$ cat config.mk
export PLATFORM = sky130hd
export DESIGN_NAME = fir_sweep_sequencer
export DESIGN_NICKNAME = d
export VERILOG_FILES = /design/src/rtl/fir_pkg.sv /design/src/rtl/fir_tap_counter.sv /design/src/rtl/fir_sweep_sequencer.sv
export SDC_FILE = /design/constraint.sdc
export NUM_CORES = 1
export LEC_CHECK = 0
export CORE_UTILIZATION = 45
export DETAILED_ROUTE_END_ITERATION = 8
export GPL_ROUTABILITY_DRIVEN = 0
export MAX_ROUTING_LAYER = met4
export PLACE_DENSITY = 0.67
export RECOVER_POWER = 50
export SETUP_SLACK_MARGIN = 0.3
export SLEW_MARGIN = 25
export SYNTH_ARGS = -nofsm -noshare
export SYNTH_HDL_FRONTEND = slang
export SYNTH_SLANG_ARGS = --single-unit
export TNS_END_PERCENT = 100
$ cat constraint.sdc
create_clock -name clk -period 6.4 [get_ports clk]
set_clock_uncertainty 0.2 [all_clocks]
set_input_delay 1.28 -clock clk [delete_from_list [all_inputs] [get_ports clk]]
set_output_delay 1.28 -clock clk [all_outputs]
set_load 0.005 [all_outputs]
$ cat src/rtl/fir_pkg.sv
// Shared types and default sizing for the FIR sweep sequencer slice.
package fir_pkg;

   localparam int FIR_ADDR_W  = 8;
   localparam int FIR_MAC_LAT = 2;

   typedef enum logic [2:0] {
      IDLE,
      COEF,
      WRITE,
      RUN,
      DRAIN,
      DONE
   } fir_seq_state_t;

endpackage

$ cat src/rtl/fir_tap_counter.sv
// Tap index k and latched tap count Tq for one sweep; exposes the next-cycle
// index and flags so the sequencer can register its outputs one cycle ahead.
module fir_tap_counter (
   input  logic       clk,
   input  logic       rst,
   input  logic       flush_i,
   input  logic       load_i,
   input  logic       inc_i,
   input  logic [7:0] taps_i,
   output logic [7:0] k_next_o,
   output logic       first_next_o,
   output logic       last_next_o,
   output logic       last_o
);

   logic [7:0] k_q, k_d;
   logic [7:0] tq_q, tq_d;

   always_comb begin
      k_d  = k_q;
      tq_d = tq_q;
      if (load_i) begin
         k_d  = '0;
         // A zero tap count still runs a single tap
         tq_d = (taps_i == 8'd0) ? 8'd1 : taps_i;
      end else if (inc_i) begin
         k_d = k_q + 8'd1;
      end
   end

   always_ff @(posedge clk or posedge rst) begin
      if (rst) begin
         k_q  <= '0;
         tq_q <= '0;
      end else if (flush_i) begin
         k_q  <= '0;
         tq_q <= '0;
      end else begin
         k_q  <= k_d;
         tq_q <= tq_d;
      end
   end

   assign k_next_o     = k_d;
   assign first_next_o = (k_d == 8'd0);
   assign last_next_o  = (k_d == tq_d - 8'd1);
   assign last_o       = (k_q == tq_q - 8'd1);

endmodule

$ cat src/rtl/fir_sweep_sequencer.sv
// Sequences buffer write, tap sweep and MAC drain for each sample strobe, and
// grants host coefficient access only between sweeps.
module fir_sweep_sequencer
   import fir_pkg::*;
#(
   parameter int ADDR_W  = FIR_ADDR_W,
   parameter int MAC_LAT = FIR_MAC_LAT
) (
   input  logic              clk,
   input  logic              reset,
   input  logic              audio_en,
   input  logic              sample_valid,
   input  logic [7:0]        taps_per_filter,
   input  logic              coef_req,
   output logic              coef_gnt,
   output logic              buf_we,
   output logic [ADDR_W-1:0] buf_wr_addr,
   output logic [ADDR_W-1:0] buf_rd_addr,
   output logic [ADDR_W-1:0] coef_rd_addr,
   output logic              mac_clr,
   output logic              mac_en,
   output logic              mac_last,
   output logic              result_valid,
   output logic              busy,
   output logic              overrun
);

   fir_seq_state_t    state_q, state_d;
   logic [ADDR_W-1:0] wr_ptr_q, wr_ptr_d;
   logic              pending_q, pending_d;
   logic              overrun_q, overrun_d;
   logic [2:0]        drain_q, drain_d;

   logic              buf_we_q, buf_we_d;
   logic [ADDR_W-1:0] buf_wr_addr_q, buf_wr_addr_d;
   logic [ADDR_W-1:0] buf_rd_addr_q, buf_rd_addr_d;
   logic [ADDR_W-1:0] coef_rd_addr_q, coef_rd_addr_d;
   logic              mac_clr_q, mac_clr_d;
   logic              mac_en_q, mac_en_d;
   logic              mac_last_q, mac_last_d;
   logic              result_valid_q, result_valid_d;

   logic [7:0]        k_next;
   logic              first_next, last_next, tap_last;
   logic              run_next, write_next;

   fir_tap_counter u_tap_counter (
      .clk          (clk),
      .rst          (reset),
      .flush_i      (!audio_en),
      .load_i       (state_q == WRITE),
      .inc_i        (state_q == RUN),
      .taps_i       (taps_per_filter),
      .k_next_o     (k_next),
      .first_next_o (first_next),
      .last_next_o  (last_next),
      .last_o       (tap_last)
   );

   always_comb begin
      state_d   = state_q;
      wr_ptr_d  = wr_ptr_q;
      pending_d = pending_q;
      overrun_d = overrun_q;
      drain_d   = drain_q;

      // Only one sample may wait behind a busy sequencer; a second is lost
      if (sample_valid && (state_q != IDLE)) begin
         if (pending_q) begin
            overrun_d = 1'b1;
         end else begin
            pending_d = 1'b1;
         end
      end

      case (state_q)
         IDLE: begin
            if (sample_valid || pending_q) begin
               state_d   = WRITE;
               pending_d = 1'b0;
            end else if (coef_req) begin
               state_d = COEF;
            end
         end
         COEF: begin
            if (!coef_req) begin
               state_d = IDLE;
            end
         end
         WRITE: begin
            wr_ptr_d = wr_ptr_q + ADDR_W'(1);
            state_d  = RUN;
         end
         RUN: begin
            if (tap_last) begin
               drain_d = '0;
               state_d = (MAC_LAT == 0) ? DONE : DRAIN;
            end
         end
         DRAIN: begin
            if (drain_q == 3'(MAC_LAT - 1)) begin
               state_d = DONE;
            end else begin
               drain_d = drain_q + 3'd1;
            end
         end
         DONE: begin
            state_d = IDLE;
         end
         default: begin
            state_d = IDLE;
         end
      endcase

      if (!audio_en) begin
         state_d   = IDLE;
         wr_ptr_d  = '0;
         pending_d = 1'b0;
         overrun_d = 1'b0;
         drain_d   = '0;
      end
   end

   // Outputs are registered from the next state so they line up with it
   always_comb begin
      run_next   = (state_d == RUN);
      write_next = (state_d == WRITE);

      buf_we_d       = write_next;
      buf_wr_addr_d  = write_next ? (wr_ptr_q + ADDR_W'(1)) : '0;
      buf_rd_addr_d  = run_next ? (wr_ptr_d - ADDR_W'(k_next)) : '0;
      coef_rd_addr_d = run_next ? ADDR_W'(k_next) : '0;
      mac_en_d       = run_next;
      mac_clr_d      = run_next && first_next;
      mac_last_d     = run_next && last_next;
      result_valid_d = (state_d == DONE);
   end

   always_ff @(posedge clk or posedge reset) begin
      if (reset) begin
         state_q        <= IDLE;
         wr_ptr_q       <= '0;
         pending_q      <= 1'b0;
         overrun_q      <= 1'b0;
         drain_q        <= '0;
         buf_we_q       <= 1'b0;
         buf_wr_addr_q  <= '0;
         buf_rd_addr_q  <= '0;
         coef_rd_addr_q <= '0;
         mac_clr_q      <= 1'b0;
         mac_en_q       <= 1'b0;
         mac_last_q     <= 1'b0;
         result_valid_q <= 1'b0;
      end else begin
         state_q        <= state_d;
         wr_ptr_q       <= wr_ptr_d;
         pending_q      <= pending_d;
         overrun_q      <= overrun_d;
         drain_q        <= drain_d;
         buf_we_q       <= buf_we_d       && audio_en;
         buf_wr_addr_q  <= audio_en ? buf_wr_addr_d  : '0;
         buf_rd_addr_q  <= audio_en ? buf_rd_addr_d  : '0;
         coef_rd_addr_q <= audio_en ? coef_rd_addr_d : '0;
         mac_clr_q      <= mac_clr_d      && audio_en;
         mac_en_q       <= mac_en_d       && audio_en;
         mac_last_q     <= mac_last_d     && audio_en;
         result_valid_q <= result_valid_d && audio_en;
      end
   end

   assign coef_gnt     = (state_q == COEF);
   assign busy         = (state_q != IDLE);
   assign overrun      = overrun_q;
   assign buf_we       = buf_we_q;
   assign buf_wr_addr  = buf_wr_addr_q;
   assign buf_rd_addr  = buf_rd_addr_q;
   assign coef_rd_addr = coef_rd_addr_q;
   assign mac_clr      = mac_clr_q;
   assign mac_en       = mac_en_q;
   assign mac_last     = mac_last_q;
   assign result_valid = result_valid_q;

endmodule
* Yosys cells after proc, flatten, opt, wreduce, memory -nomap -nowiden *
Index checks and enable logic that the tools add are counted.

word-level totals
  register bits = 61
  input port bits = 13
  output and inout bits = 32
  word-level logic and storage cells = 83

operators by class
  $add $sub $neg = 6
  equal/unequal tests = 15
  muxes and demuxes = 32
  reductions and logical operators = 15

operators with widths
  kind                                                                count
  8-bit two-way mux                                                   14
  3-bit two-way mux                                                   9
  8-bit by 1-bit adder with 8-bit output, second input constant       2
  8-bit == test                                                       2
  8-bit logical NOT                                                   2
  8-bit by 1-bit subtractor with 8-bit output, second input constant  2
  3-bit one-hot mux with 5 select lines                               1
  3-bit by 2-bit == test with 1-bit output, second input constant     4
  1-bit logical AND                                                   8
  8-bit subtractor                                                    1
  1-bit two-way mux                                                   7
  3-bit by 1-bit == test with 1-bit output, second input constant     2
  3-bit == test, second input constant                                2
  3-bit != test, second input constant                                2
  3-bit one-hot mux with 2 select lines                               1
  2-bit by 1-bit != test with 1-bit output, second input constant     2
  3-bit by 1-bit adder with 3-bit output, second input constant       1
  3-bit logical NOT                                                   1
  3-bit by 1-bit != test with 1-bit output, second input constant     1
  3-bit AND reduction                                                 1
  3-bit nonzero test                                                  1
  2-bit AND reduction                                                 1
  1-bit logical OR                                                    1

* Logic depth before layout (Yosys ltp) *
Gate-level depths: netlist (run 1).

  word-level depth = 8
  mapped depth = 14
  depth with buffers taken out = 13

* By module *
A second synthesis (run 1) with hierarchy kept.

second synthesis, totals
  cell total of the unflattened synthesis = 369
  area, all modules = 3524.6 µm²

modules (own cells, without submodules)
  module               times used  cells each  area an instance (µm²)  sequential area each (µm²)
  fir_sweep_sequencer  1           207         2157.1                  1126.1
  fir_tap_counter      1           162         1367.6                  400.4

* Worst setup path after synthesis (run 1) *
Ideal clock, no wire load.

  path kind = input -> register
  start point = in taps_per_filter[5]
  end point = reg mac_last_q (netlist: mac_last)
  setup time = 68 ps
  arrival time = 3244 ps
  data required time = 6132 ps
  setup slack = 2889 ps
  stages = 11
  path buffers = 0
  cells stage by stage = nor3_1 > a211o_1 > o21ai_1 > ha_1 > or3b_2 > nor3_1 > xor2_1 > nand2_1 > o21ai_0 > xnor2_1 > and4_1

on the way
  cells in the longest elaborated chain, start to end = 7

RTL lines
  what                                             line                        RTL
  start: declaration                               fir_sweep_sequencer.sv:13   input logic [7:0] taps_per_filter,
  8-bit logical NOT                                fir_tap_counter.sv:25       tq_d = (taps_i == 8'd0) ? 8'd1 : taps_i;
  8-bit two-way mux (*)                            fir_tap_counter.sv:25
  8-bit two-way mux (*)                            fir_tap_counter.sv:22       if (load_i) begin
  8-bit by 1-bit subtractor with 8-bit output (*)  fir_tap_counter.sv:46       assign last_next_o = (k_d == tq_d - 8'd1);
  8-bit == test (*)                                fir_tap_counter.sv:46
  1-bit logical AND (*)                            fir_sweep_sequencer.sv:135  mac_last_d = run_next && last_next;
  1-bit logical AND (*)                            fir_sweep_sequencer.sv:166  mac_last_q <= mac_last_d && audio_en;
  end signal: assignment                           fir_sweep_sequencer.sv:166
  end: declaration                                 fir_sweep_sequencer.sv:40   logic mac_last_q, mac_last_d;

Mark *: on every way between the ends. The rest lies on a longest branch, timed or not.
A chain may end at the register's enable or synchronous reset.

* Worst setup path in the final report (run 1) *
  start point = in audio_en
  end point = reg buf_rd_addr_q[7] (netlist: buf_rd_addr[7])

on the way
  cells in the longest elaborated chain, start to end = 4
  elaborated cells between the ends (all ways) = 6
  those cells by class = add/sub: 1; eq/ne: 1; mux: 4

RTL lines
  what                    line                        RTL
  start: declaration      fir_sweep_sequencer.sv:11   input logic audio_en,
  8-bit two-way mux       fir_sweep_sequencer.sv:115  if (!audio_en) begin
  via wr_ptr_d[1]         fir_sweep_sequencer.sv:29   logic [ADDR_W-1:0] wr_ptr_q, wr_ptr_d;
  8-bit subtractor        fir_sweep_sequencer.sv:131  buf_rd_addr_d = run_next ? (wr_ptr_d - ADDR_W'(k_next)) : '0;
  8-bit two-way mux       fir_sweep_sequencer.sv:131
  8-bit two-way mux       fir_sweep_sequencer.sv:162  buf_rd_addr_q <= audio_en ? buf_rd_addr_d : '0;
  end signal: assignment  fir_sweep_sequencer.sv:162
  end: declaration        fir_sweep_sequencer.sv:36   logic [ADDR_W-1:0] buf_rd_addr_q, buf_rd_addr_d;

The timed path passes the listed nets, and every way through them passes these cells.

==> results of run 1 <==
## power breakdown
group | internal [mW] | switching (mW)
logic | 0.0781 | 0.0969
registers | 0.398 | 0.0168
clock network | 0.191 | 0.160
## critical path, delay by kind of cell
| kind | cells | cell delay (ns) |
|---|---|---|
| xor gates and xnor gates | 1 | 0.17 |
| AOI/OAI and AO/OA | 4 | 0.74 |
| adders and majority gates | 1 | 0.24 |
| and+or+nand+nor | 3 | 0.41 |
| buffers and inverters | 3 | 1.64 |
## kinds of logic after synthesis
family,after synthesis
fa+ha+maj,14
flops,61
compound gates,67
simple gates,156
buf+inv,31
xor+xnor,35
mux,6
## path summary, 6_finish.rpt
kind | endpoint | slack [ns] | startpoint | cells after the start
max | buf_rd_addr[7]$_DFF_PP0_ | 1.93 | audio_en | 12
min | overrun$_DFFE_PP0P_ | 0.34 | overrun$_DFFE_PP0P_ | 2
max reg2reg | mac_last$_DFF_PP0_ | 2.72 | state_q[0]$_DFF_PP0_ | 11
min reg2reg | overrun$_DFFE_PP0P_ | 0.34 | overrun$_DFFE_PP0P_ | 2
max in group asynchronous | state_q[1]$_DFF_PP0_ | 1.99 | reset | 3
min in group asynchronous | buf_rd_addr[6]$_DFF_PP0_ | 2.23 | reset | 3
## stage by stage
step                      utilization  std cells  hold slack [ns]  setup slack, ns  area, sq um
after floorplan                     -        370           0.2740            2.889         3525
after global placement         0.5455        502           0.3158            2.191         4041
after detailed placement       0.5455        502           0.3064            2.110         4041
after CTS                      0.5725        518           0.3236            2.476         4242
after global routing           0.5725        518           0.3417            1.236         4242
final                          0.5725        518           0.3375            1.927         4242
## cells in the final DEF, fill, tap and decap left out, types with 10 or more instances in the layout
cell type        instances
clkdlybuf4s50_1         43
xnor2_1                 22
o21ai_0                 14
ha_1                    13
clkbuf_8                10
inv_1                   15
a21oi_1                 14
nor3_1                  15
nand2_1                 37
xor2_1                  13
dfrtp_1                 61
nor2b_1                 17
nor2_1                  30
## state kept, by name (all words and copies together) (netlist names)
name / flops
u_tap_counter.tq_q: 8
state_q: 3
result_valid: 1
u_tap_counter.k_q: 8
buf_rd_addr: 8
mac_clr: 1
buf_we: 1
mac_last: 1
pending_q: 1
wr_ptr_q: 8
buf_wr_addr: 8
coef_rd_addr: 8
overrun: 1
mac_en: 1
drain_q: 3
## area by class of cell
| cell class | count | share of cell area |
|---|---|---|
| multi-input cells | 278 | 0.4413 |
| flip-flops and latches | 61 | 0.3599 |
| repair buffers | 47 | 0.1074 |
| clock buffers | 11 | 0.03333 |
| well taps | 99 | 0.02920 |
| inverters | 17 | 0.01504 |
| clock inverters | 5 | 0.01386 |
## layer usage
metal | wire length, microns | part of all wire
met1 | 3646 | 0.46
met2 | 3648 | 0.47
met3 | 373 | 0.048
met4 | 176 | 0.022
met5 | 0 | 0
==> flow_summary.json, run 1 <==
{
  "dieHeight_microns": 90.50,
  "synth_compound_area_frac": 0.1381,
  "grt_util_met2": 0.3213,
  "num_antenna_cells": 0,
  "synth_cell_types": 61,
  "synth_fp_nets": 397,
  "slew_viol_final": 62,
  "cts_max_level": 3,
  "multi_input_area_sq_mm": 0.001872,
  "outcome": "finished, violations left",
  "synthTopCellsByArea": "dfrtp_1 43%, xnor2_1 5.5%, ha_1 4.6%",
  "start_util": 0.4758,
  "ys.flop_type": "dfrtp_1",
  "synth_xor_area_frac": 0.08697,
  "syn_area_sq_mm": 0.003525,
  "crit_slowest_cell": "clkbuf_1",
  "yosys_register_bits": 61,
  "vdd_drop_max_uv": 133.1,
  "drt-total-wl_mm": 7.845,
  "root_buffer": "clkbuf_8",
  "critPathCaptureType": "register",
  "drt_iter0_drc": 205,
  "die_area_sq_mm": 0.008190,
  "required_ns": 6.41,
  "via_count": 2806,
  "grt.met1_usage": 0.2841,
  "dpl.hpwl_mm": 5.637,
  "grt_max_degree": 62,
  "crit_chain": "dlygate4sd3_1 -> clkbuf_1 -> nand2b_1 -> inv_1 -> ha_1 -> nor2b_1 -> o21ai_0 -> a21oi_1 -> o21ai_0 -> a21oi_1 -> xnor2_1 -> nor2_1",
  "fillers": 656,
  "drc": 0,
  "critical_path_class": "primary input to register",
  "synthAdderAreaFrac": 0.05183,
  "clk_pin_slew_worst_paths_ns": 0.07,
  "synth_most_common_cell": "dfrtp_1",
  "violations": "capacitance limit, slew limit",
  "post_synth_inst_count": 370,
  "finalPower_mw": 0.9401,
  "grt_pass1_vias": 2677,
  "synth_common_cells": "61 x dfrtp_1, 37 x nand2_1, 30 x nor2_1, 22 x xnor2_1, 17 x nor2b_1",
  "cts_buffers": 9,
  "core_sq_mm": 0.007408,
  "layout-drive-gt1-share": 0.06921,
  "rsz0062_at_grt": "no",
  "ant_nets": 0,
  "synth_edf_count": 0,
  "slowest_delay_ns": 0.93,
  "wl_per_cell_microns": 15.14,
  "portBuffers": 44,
  "cts_resized": 0,
  "final-seq-area_sq_mm": 0.001526,
  "start_kind": "primary input",
  "tns_ns": 0,
  "die_w_microns": 90.50,
  "max-cap-violations": 1,
  "final_hold_viol_count": 0,
  "hold_path.class": "register to register",
  "ios": 45,
  "num_rows": 31,
  "grt-ovfl-total": 0,
  "cts_tree": "yes",
  "grt_usage": 0.2129,
  "period_share": 0.6989,
  "worst_pin_slew_ns": 3.130,
  "synth_top_family_by_area": "simple AND/OR/NAND/NOR gates",
  "synth_top_area_frac": 0.4331,
  "clk_path_buf_depth": 2,
  "cts_setup_buffers": 0,
  "cts.sinks": 61,
  "vias_per_cell": 5.417,
  "synthMuxAreaShare": 0.02059,
  "async_reset_ff_frac": 1.000,
  "hold_buffers": 0,
  "synthSimpleGateAreaFrac": 0.2315,
  "leakagePower_nw": 1.785,
  "gr-usage-met3": 0.02862,
  "maxSlewHeadroom": -1.087,
  "cp.arrival_ns": 4.48,
  "post-route-min-period_ns": 4.473,
  "seq_area_frac_synth": 0.4331,
  "max_freq_ghz": 0.2236,
  "syn_avg_cell_area_sq_um": 9.526,
  "finalSetupViolCount": 0,
  "area_growth_pct": 20.34,
  "grt_busiest_layer": "met2",
  "first_pass_iters": 4,
  "clk_latency_ns": 0.34,
  "grt_first_pass_wirelength_mm": 13.31,
  "synth_top_area_cell": "dfrtp_1",
  "ys_warn_count": 0,
  "power_density_mw_per_mm2": 221.6,
  "nets": 441,
  "path_max_fanout": 33,
  "antenna_found_initial": 0
}
Power figures use the tool's default switching activity.
==> run 2, diff against run 1 <==
--- a/config.mk
+++ b/config.mk
@@ -9,7 +9,7 @@
 export DETAILED_ROUTE_END_ITERATION = 8
 export GPL_ROUTABILITY_DRIVEN = 0
 export MAX_ROUTING_LAYER = met4
-export PLACE_DENSITY = 0.67
+export PLACE_DENSITY = 0.7
 export RECOVER_POWER = 50
 export SETUP_SLACK_MARGIN = 0.3
 export SLEW_MARGIN = 25
==> constraint.sdc (replaced) <==
create_clock -name clk -period 4.1 [get_ports clk]
set_clock_uncertainty 0.2 [all_clocks]
set_input_delay 0.82 -clock clk [delete_from_list [all_inputs] [get_ports clk]]
set_output_delay 0.82 -clock clk [all_outputs]
set_load 0.005 [all_outputs]
==> run 2 against run 1 <==
  * The run now ends clean
  * Sequential share of layout area shrank 0.26 points
  * Power up 58%
  * Non-clock buffer count increased by 4
  * Clock power up 61%
  * Cell count rose by 0.77%
  * Utilization is 0.42 points higher
  * Register-to-register slack worse by 2.1 ns
  * Global-route usage down 0.53 points
  * Critical path type is now register to register
==> flow_summary.json, run 2 (synthesis results as in run 1) <==
{
  "outcome": "finished, final reports clean",
  "max-cap-violations": 0,
  "clk_pin_slew_worst_paths_ns": 0.08,
  "layout-drive-gt1-share": 0.08038,
  "grt_pass1_vias": 2775,
  "post-route-min-period_ns": 3.519,
  "cts.sinks": 61,
  "worst-r2r-setup-slack_ns": 0.58,
  "cts_setup_buffers": 0,
  "tns_ns": 0,
  "sequentialPowerShare": 0.434,
  "area_growth_pct": 21.23,
  "cts_buffers": 9,
  "slowest_delay_ns": 0.58,
  "cp.arrival_ns": 3.60,
  "dpl.hpwl_mm": 5.710,
  "num_rows": 31,
  "dieHeight_microns": 90.50,
  "power_density_mw_per_mm2": 347.8,
  "grt_usage": 0.2076,
  "worst_pin_slew_ns": 1.457,
  "portBuffers": 44,
  "clk_path_buf_depth": 2,
  "final_hold_viol_count": 0,
  "die_w_microns": 90.50,
  "crit_chain": "or3b_1 -> a211o_1 -> o21ai_1 -> ha_1 -> or3b_2 -> nor3_1 -> xor2_1 -> nand2_1 -> o21ai_0 -> xnor2_1 -> and4_1",
  "layout_common_cells": "61 x dfrtp_1, 42 x clkdlybuf4s50_1, 37 x nand2_1, 30 x nor2_1, 22 x xnor2_1",
  "layoutNonFillerInstCount": 522,
  "final_common_cell": "dfrtp_1",
  "vias_per_cell": 5.494,
  "critical_path_buf_inv_count": 0,
  "crit_slowest_cell": "or3b_1",
  "slew_viol_final": 0,
  "sw_frac_of_total": 0.2955,
  "cp_top_family": "simple AND/OR/NAND/NOR gates",
  "grt_first_pass_wirelength_mm": 13.05,
  "path_max_fanout": 15,
  "num_antenna_cells": 0,
  "clk_latency_ns": 0.35,
  "maxSlewHeadroom": 0.02834,
  "finalSetupViolCount": 0,
  "ios": 45,
  "start_kind": "register",
  "critical_path_class": "register to register",
  "leakagePower_nw": 1.820,
  "grt_max_degree": 62,
  "via_count": 2868,
  "drt_iter0_drc": 196,
  "first_pass_iters": 4,
  "drc": 0,
  "wl_per_cell_microns": 15.01,
  "nets": 445,
  "placed_cells": 506,
  "ant_nets": 0,
  "p_int_mw": 1.047,
  "grt-ovfl-total": 0,
  "hold_buffers": 0,
  "max_freq_ghz": 0.2842,
  "required_ns": 4.18,
  "rsz0062_at_grt": "no",
  "die_area_sq_mm": 0.008190,
  "drt-total-wl_mm": 7.834,
  "hold_path.class": "register to register",
  "period_share": 0.8582,
  "comb_power_share": 0.186,
  "p_sw_mw": 0.4392,
  "root_buffer": "clkbuf_8",
  "critPathCaptureType": "register",
  "cts_tree": "yes",
  "start_util": 0.4758,
  "cts_max_level": 3,
  "power_frac_clock": 0.379,
  "vdd_drop_max_uv": 166.6,
  "cts_resized": 0,
  "core_sq_mm": 0.007408,
  "antenna_found_initial": 0
}
## run 2: area by class of cell
type	instances	area, sq um
timing repair buffer	51	486.7
sequential	61	1526
clock inverter	6	70.07
multi-input combinational	278	1864
fill	677	3136
tap	99	123.9
inverter	17	63.81
clock buffer	10	137.6
## run 2: path summary, 6_finish.rpt
path / start / end / cells past startpoint
setup / recovery: state_q[0]$_DFF_PP0_ / mac_last$_DFF_PP0_ / 11
hold / removal: wr_ptr_q[0]$_DFF_PP0_ / buf_wr_addr[0]$_DFF_PP0_ / 1
setup reg to reg: state_q[0]$_DFF_PP0_ / mac_last$_DFF_PP0_ / 11
hold reg to reg: wr_ptr_q[0]$_DFF_PP0_ / buf_wr_addr[0]$_DFF_PP0_ / 1
max in group asynchronous: reset / pending_q$_DFF_PP0_ / 3
min in group asynchronous: reset / coef_rd_addr[5]$_DFF_PP0_ / 3
## run 2: metal layers
layer / vias up / part of all wire / GRT usage
met5: - / 0 / -
met4: 0 / 0.029 / 0.1075
li1: 1383 / - / -
met3: 26 / 0.035 / 0.03872
met1: 1390 / 0.47 / 0.2695
met2: 69 / 0.46 / 0.3093
## run 2: through the flow
step,hold slack [ns],total power [mW],utilization,setup slack (ns),cell area [sq um]
5_1_grt,0.3420,1.554,0.5768,0.3693,4273
3_5_place_dp,0.2957,0.9344,0.5496,0.2391,4071
4_1_cts,0.3132,1.503,0.5776,0.5914,4279
6_report,0.3112,1.486,0.5768,0.5813,4273
3_3_place_gp,0.3034,0.9288,0.5496,0.3513,4071
2_1_floorplan,0.2740,0.8467,-,0.8876,3525
## run 2: power groups by stage
stage | combinational [mW] | clock (mW) | sequential, mW
floorplan | 0.199 | 0 | 0.648
global placement | 0.273 | 0 | 0.656
detailed placement | 0.278 | 0 | 0.657
CTS | 0.279 | 0.579 | 0.645
global route | 0.308 | 0.597 | 0.648
finish | 0.277 | 0.564 | 0.646
==> run 3, diff against run 2 <==
--- a/config.mk
+++ b/config.mk
@@ -5,6 +5,7 @@
 export SDC_FILE = /design/constraint.sdc
 export NUM_CORES = 1
 export LEC_CHECK = 0
+export CORE_MARGIN = 2
 export CORE_UTILIZATION = 45
 export DETAILED_ROUTE_END_ITERATION = 8
 export GPL_ROUTABILITY_DRIVEN = 0
==> run 3 against run 2 <==
  * The flow now finishes with violations (capacitance limit, slew limit)
  * Worst hold slack better by 0.032 ns
  * Cell count is 0.77% higher
  * Flip-flop and latch count stayed put
  * Cell area is 0.97% higher
  * Routed wire length is 1.7% higher
  * Die area is 4.5% higher
  * Combinational power is 2% higher
  * Sequential power hardly changed
  * Critical path type is now primary input to register
==> flow_summary.json, run 3 (synthesis results as in run 1) <==
{
  "outcome": "finished, violations left",
  "violations": "capacitance limit, slew limit",
  "cts_max_level": 3,
  "nets": 446,
  "cts_buffers": 9,
  "via_count": 2846,
  "start_kind": "primary input",
  "min_to": "overrun$_DFFE_PP0P_",
  "grt_max_degree": 30,
  "placed_cells": 510,
  "place_ws_ns": 0.3028,
  "sequentialPowerShare": 0.409,
  "comb_power_share": 0.178,
  "first_pass_iters": 4,
  "grt_first_pass_wirelength_mm": 13.65,
  "r2r_cells": 11,
  "ios": 45,
  "cts.sinks": 61,
  "min_from": "overrun$_DFFE_PP0P_",
  "cts_setup_buffers": 0,
  "worst-r2r-setup-slack_ns": 0.66,
  "drc": 0,
  "tns_ns": 0,
  "fillers": 662,
  "wl_per_cell_microns": 15.15,
  "hold_path.class": "register to register",
  "grt_pass1_vias": 2907,
  "final-seq-area_sq_mm": 0.001526,
  "maxSlewHeadroom": -0.04693,
  "ant_nets": 0,
  "clk_latency_ns": 0.34,
  "layout_common_cells": "61 x dfrtp_1, 42 x clkdlybuf4s50_1, 37 x nand2_1, 30 x nor2_1, 22 x xnor2_1",
  "clk_path_buf_depth": 2,
  "portBuffers": 44,
  "worst_pin_slew_ns": 1.570,
  "setup_slack_ns": 0.6451,
  "leakagePower_nw": 1.831,
  "num_rows": 32,
  "root_buffer": "clkbuf_8",
  "slew_viol_final": 30,
  "grt_usage": 0.2070,
  "core_sq_mm": 0.007647,
  "finalPower_mw": 1.585,
  "drt-total-wl_mm": 7.969,
  "finalSetupViolCount": 0,
  "drt_iter0_drc": 151,
  "area_growth_pct": 22.40,
  "r2r_end": "mac_last$_DFF_PP0_",
  "power_density_mw_per_mm2": 367.3,
  "layoutNonFillerInstCount": 526,
  "clk_pin_slew_worst_paths_ns": 0.07,
  "dieHeight_microns": 92.50,
  "hold_depth": 2,
  "start_util": 0.4609,
  "grt-ovfl-total": 0,
  "die_area_sq_mm": 0.008556,
  "critPathCaptureType": "register",
  "p_sw_mw": 0.4182,
  "hold_buffers": 0,
  "path_max_fanout": 4,
  "required_ns": 4.18,
  "fin_util": 0.5641,
  "cts_tree": "yes",
  "regToRegStartpoint": "state_q[0]$_DFF_PP0_",
  "final_hold_viol_count": 0,
  "layout-drive-gt1-share": 0.07311,
  "vias_per_cell": 5.411,
  "post-route-min-period_ns": 3.455,
  "dpl.hpwl_mm": 5.812,
  "rsz0062_at_grt": "no",
  "num_antenna_cells": 0,
  "final_common_cell": "dfrtp_1",
  "p_int_mw": 1.166,
  "critical_path_class": "primary input to register",
  "sw_frac_of_total": 0.2639,
  "antenna_found_initial": 0,
  "die_w_microns": 92.50,
  "cts_resized": 0,
  "vdd_drop_max_uv": 205.4,
  "cp.arrival_ns": 3.54,
  "max-cap-violations": 1,
  "period_share": 0.8426,
  "max_freq_ghz": 0.2894,
  "multi_input_area_sq_mm": 0.001867,
  "power_frac_clock": 0.413
}
-- run 3: cell types whose count changed in the layout (fill, tap and decap cells not counted) --
cell,change
clkbuf_1,+4
o311ai_2,+1
clkinv_4,-3
nor3b_2,-1
and2_1,-1
inv_6,-1
and2_0,+1
o311ai_1,-1
inv_1,+1
nor3b_1,+1
clkbuf_2,-1
clkinv_1,-1
bufinv_16,+2
-- run 3: stage by stage --
step	area, sq um	hold slack, ns
floorplan	3525	0.2740
global placement	4083	0.3164
detailed placement	4090	0.3200
CTS	4330	0.3441
global route	4314	0.3735
finish	4314	0.3433
-- run 3: worst max-delay path by stage --
stage,startpoint,to,slack [ns],cells after the start
floorplan,state_q[1]$_DFF_PP0_,mac_last$_DFF_PP0_,0.89,13
CTS,taps_per_filter[5],mac_last$_DFF_PP0_,0.65,12
detailed placement,taps_per_filter[5],mac_last$_DFF_PP0_,0.30,12
global placement,taps_per_filter[5],mac_last$_DFF_PP0_,0.33,12
finish,taps_per_filter[5],mac_last$_DFF_PP0_,0.65,12
global route,taps_per_filter[5],mac_last$_DFF_PP0_,0.45,12
-- run 3: area by class of cell --
| cell class | count | area share |
|---|---|---|
| Clock buffer | 12 | 0.03364 |
| Clock inverter | 4 | 0.02204 |
| Inverter | 17 | 0.01479 |
| Multi-Input combinational cell | 278 | 0.4327 |
| Sequential cell | 61 | 0.3538 |
| Tap cell | 102 | 0.02958 |
| Timing Repair Buffer | 52 | 0.1134 |
-- run 3: power by group through the flow --
stage	logic, mW	registers (mW)	clock network [mW]
after CTS	0.284	0.647	0.663
after global routing	0.313	0.650	0.686
after detailed placement	0.280	0.658	0
after floorplan	0.199	0.648	0
after global placement	0.275	0.657	0
final	0.282	0.648	0.655
-- run 3: worst max-delay path, cell delays in order --
cell and delay [ns]:
clkdlybuf4s50_1 0.55, nor3_1 0.11, a211o_1 0.29, o21ai_1 0.16, ha_1 0.27, or3b_2 0.48, nor3_1 0.18, xor2_1 0.17
nand2_1 0.06, o21ai_0 0.10, xnor2_1 0.14, and4_1 0.19
-- run 3: per-layer routing --
layer / share of wire / routed length, microns / track usage
met1: 0.48 / 3834 / 0.2818
met3: 0.050 / 402 / 0.02441
met4: 0.018 / 144 / 0.09328
met2: 0.45 / 3587 / 0.3133
met5: 0 / 0 / -
==> RTL edit: new RTL, settings of run 2 <==
Set the package constant `FIR_ADDR_W` to 7 (it was 8).
--- a/src/rtl/fir_pkg.sv
+++ b/src/rtl/fir_pkg.sv
@@ -1,7 +1,7 @@
 // Shared types and default sizing for the FIR sweep sequencer slice.
 package fir_pkg;
 
-   localparam int FIR_ADDR_W  = 8;
+   localparam int FIR_ADDR_W  = 7;
    localparam int FIR_MAC_LAT = 2;
 
    typedef enum logic [2:0] {
Interface: changed (resized buf_rd_addr, buf_wr_addr and coef_rd_addr); port bits go from 45 to 42. The function was not compared with the original's and may differ.
==> RTL edit against run 2 <==
  * Area after synthesis down 6.7%
  * Worst setup slack worse by 0.094 ns
  * Combinational power down 2%
  * Maximum frequency down 2.6%
  * Total power down 7.4%
  * Largest cell class unchanged
  * Hold slack worse by 0.0074 ns
  * Sequential cell count down 4
  * Design area down 7.2%
  * Die area down 6.6%
  * Wire length down 2.1%
  * Synthesized cell count down 3.0%
  * Clock power down 10%
==> RTL edit: results (changes against run 2) <==
Outcome
  – Status: completed

Pwr
  – Worst VDD drop: 0.0001977 V (+19%)
  – Leakage: 1.720 nW (-5.5%)
  – Switching pwr: 399.8 uW (-9.0%)

Detailed routing
  – DR DRC count: 0 (unchanged)
  – First drt pass iteration count: 4 (unchanged)
  – Via count: 2,793 (-2.6%)
  – Final WL: 7670 um (-2.1%)
  – Iteration-0 DRC Markers: 251 (+28%)

Cells and area
  – Top Registers: u_tap_counter.k_q x8, u_tap_counter.tq_q x8
  – Fillers: 652 (-3.7%)
  – Nets: 428 (-3.8%)
  – Ratio of cells with drive above 1 in the final layout: 0.07125 (-0.009125)
  – Final std cells w/o fill: 503 (-3.6%)
  – # diodes: 0 (unchanged)

Placement
  – Post-DP HPWL: 5533 um (-3.1%)
  – Post-Place Cells: 487 (-3.8%)
  – Area post-placement: 0.003799 mm2 (-6.7%)
  – Port Buffers: 41 (-6.8%)
  – Pre-CTS WS: 0.2729 ns (+0.03387 ns)

CTS
  – Clk_lat worst skew: 0.34 ns
  – Clk slew on worst S/H paths: 0.06 ns (-0.02 ns)
  – Clk buf depth: 2 (unchanged)
  – H-tree depth: 3 (unchanged)
  – Post-CTS Setup Inserts: 0 (unchanged)
  – Post-cts resize count: 0 (unchanged)
  – Root Driver: clkbuf_8
  – Total CTS buffers: 9 (unchanged)

Timing
  – Number of setup violations in the final report: 0 (unchanged)
  – Final hold slack: 0.3038 ns (-0.007438 ns)
  – Rel. slew slack: 0.3593 (+0.3310)

Global routing
  – All-Layer GR Usage: 0.2297 (+0.02207)
  – Initial antenna violation count: 0 (unchanged)
  – Global-route wire length before repair: 12,880 um (-1.3%)
  – Largest net degree at the start of global routing: 33 (-47%)
  – Vias in the first global route: 2,701 (-2.7%)

Synthesis
  – Ys flop type: dfrtp_1
  – Cells after synthesis: 359 (-3.0%)
  – Synth warnings: 0 (unchanged)
  – Library cells used by synthesis: 61 (unchanged)
  – Synth top area cells: dfrtp_1 (43%), nor2_1 (5.4%), ha_1 (4.6%)
  – Sequential share of the synthesized area: 0.4338 (+0.0007051)
  – Mapped Nets: 385 (-3.0%)
  – Most frequent cells after synthesis: dfrtp_1 (57), nor2_1 (47), nand2_1 (30), a21oi_1 (19), inv_1 (17)

Worst hold path
  – Hold Path Cell Cnt: 2 (+1)
  – Hold endpoint: overrun
  – Hold_sp: overrun
  – Hold Crit Class: reg -> reg

Critical path
  – Reg2reg start: state_q[0]
  – Worst flop-to-flop path endpoint: mac_last
  – CP Data Arrival Time: 3.64 ns (+0.04 ns)
  – CP max FO: 14 (-1)
  – FF-to-FF setup slack: 0.49 ns (-0.09 ns)
  – FF-to-FF path depth: 10 (-1)
## RTL edit: cell count changes after synthesis, moves of 4 or more
| cell | run 2 | this run |
|---|---|---|
| nor2b_1 | 17 | 4 |
| nand2_1 | 37 | 30 |
| nor2_1 | 30 | 47 |
| a21boi_0 | 6 | 2 |
| a21oi_1 | 14 | 19 |
| or3_1 | 1 | 11 |
| and2_1 | 13 | 6 |
| dfrtp_1 | 61 | 57 |
| xnor2_1 | 22 | 11 |
| nor3_1 | 15 | 5 |
| nand4_1 | 3 | 7 |
## RTL edit: cell type report
cell class	count	area (um2)	area share
clock buffer	11	131.4	0.03312
clock inverter	5	56.30	0.01420
inverter	19	71.32	0.01798
multi-input combinational	267	1704	0.4297
sequential	57	1426	0.3596
tap	96	120.1	0.03028
timing repair buffer	48	456.7	0.1151
## RTL edit: per-layer routing
metal | up-vias | GRT usage | share of wire
met3 | 19 | 0.04171 | 0.042
met4 | 0 | 0.1058 | 0.032
li1 | 1355 | - | -
met5 | - | - | 0
met2 | 71 | 0.3523 | 0.47
met1 | 1348 | 0.2958 | 0.46
## RTL edit: worst max-delay path, cell delays in order (launching register included)
cell and delay, ns:
dfrtp_1 0.39, buf_4 0.18, nor3b_1 0.63, clkbuf_1 0.62, mux2i_1 0.34, ha_1 0.22
inv_1 0.08, a2111o_1 0.29, o2111ai_1 0.19, nand4_1 0.10, nor4_1 0.26
## RTL edit: how the worst max path moves through the flow
stage                            start  endpoint  slack (ns)  depth (start not counted)
finish                      state_q[0]  mac_last        0.49                         10
global route                state_q[1]  mac_last        0.30                          9
CTS                 taps_per_filter[7]  mac_last        0.60                         10
detailed placement  taps_per_filter[7]  mac_last        0.27                         10
global placement    taps_per_filter[7]  mac_last        0.43                         10
floorplan           taps_per_filter[5]  mac_last        1.04                          9
## RTL edit: kinds of logic (layout without fill, tap and decap cells)
| group | after synthesis | in the layout | share of synthesized area |
|---|---|---|---|
| XOR/XNOR | 25 | 25 | 0.06659 |
| buffers and inverters | 35 | 83 | 0.04376 |
| flip-flops | 57 | 57 | 0.4338 |
| adder cells (fa/ha/maj) | 13 | 13 | 0.05175 |
| AND/OR/NAND/NOR | 154 | 154 | 0.2443 |
| multiplexers | 4 | 4 | 0.01256 |
| AO/OA/AOI/OAI | 71 | 71 | 0.1473 |
## RTL edit: power groups by stage
stage / combinational, mW / sequential, mW / clock [mW]
floorplan: 0.199 / 0.603 / 0
global placement: 0.271 / 0.610 / 0
detailed placement: 0.275 / 0.610 / 0
CTS: 0.277 / 0.600 / 0.515
global route: 0.303 / 0.602 / 0.540
finish: 0.271 / 0.600 / 0.506
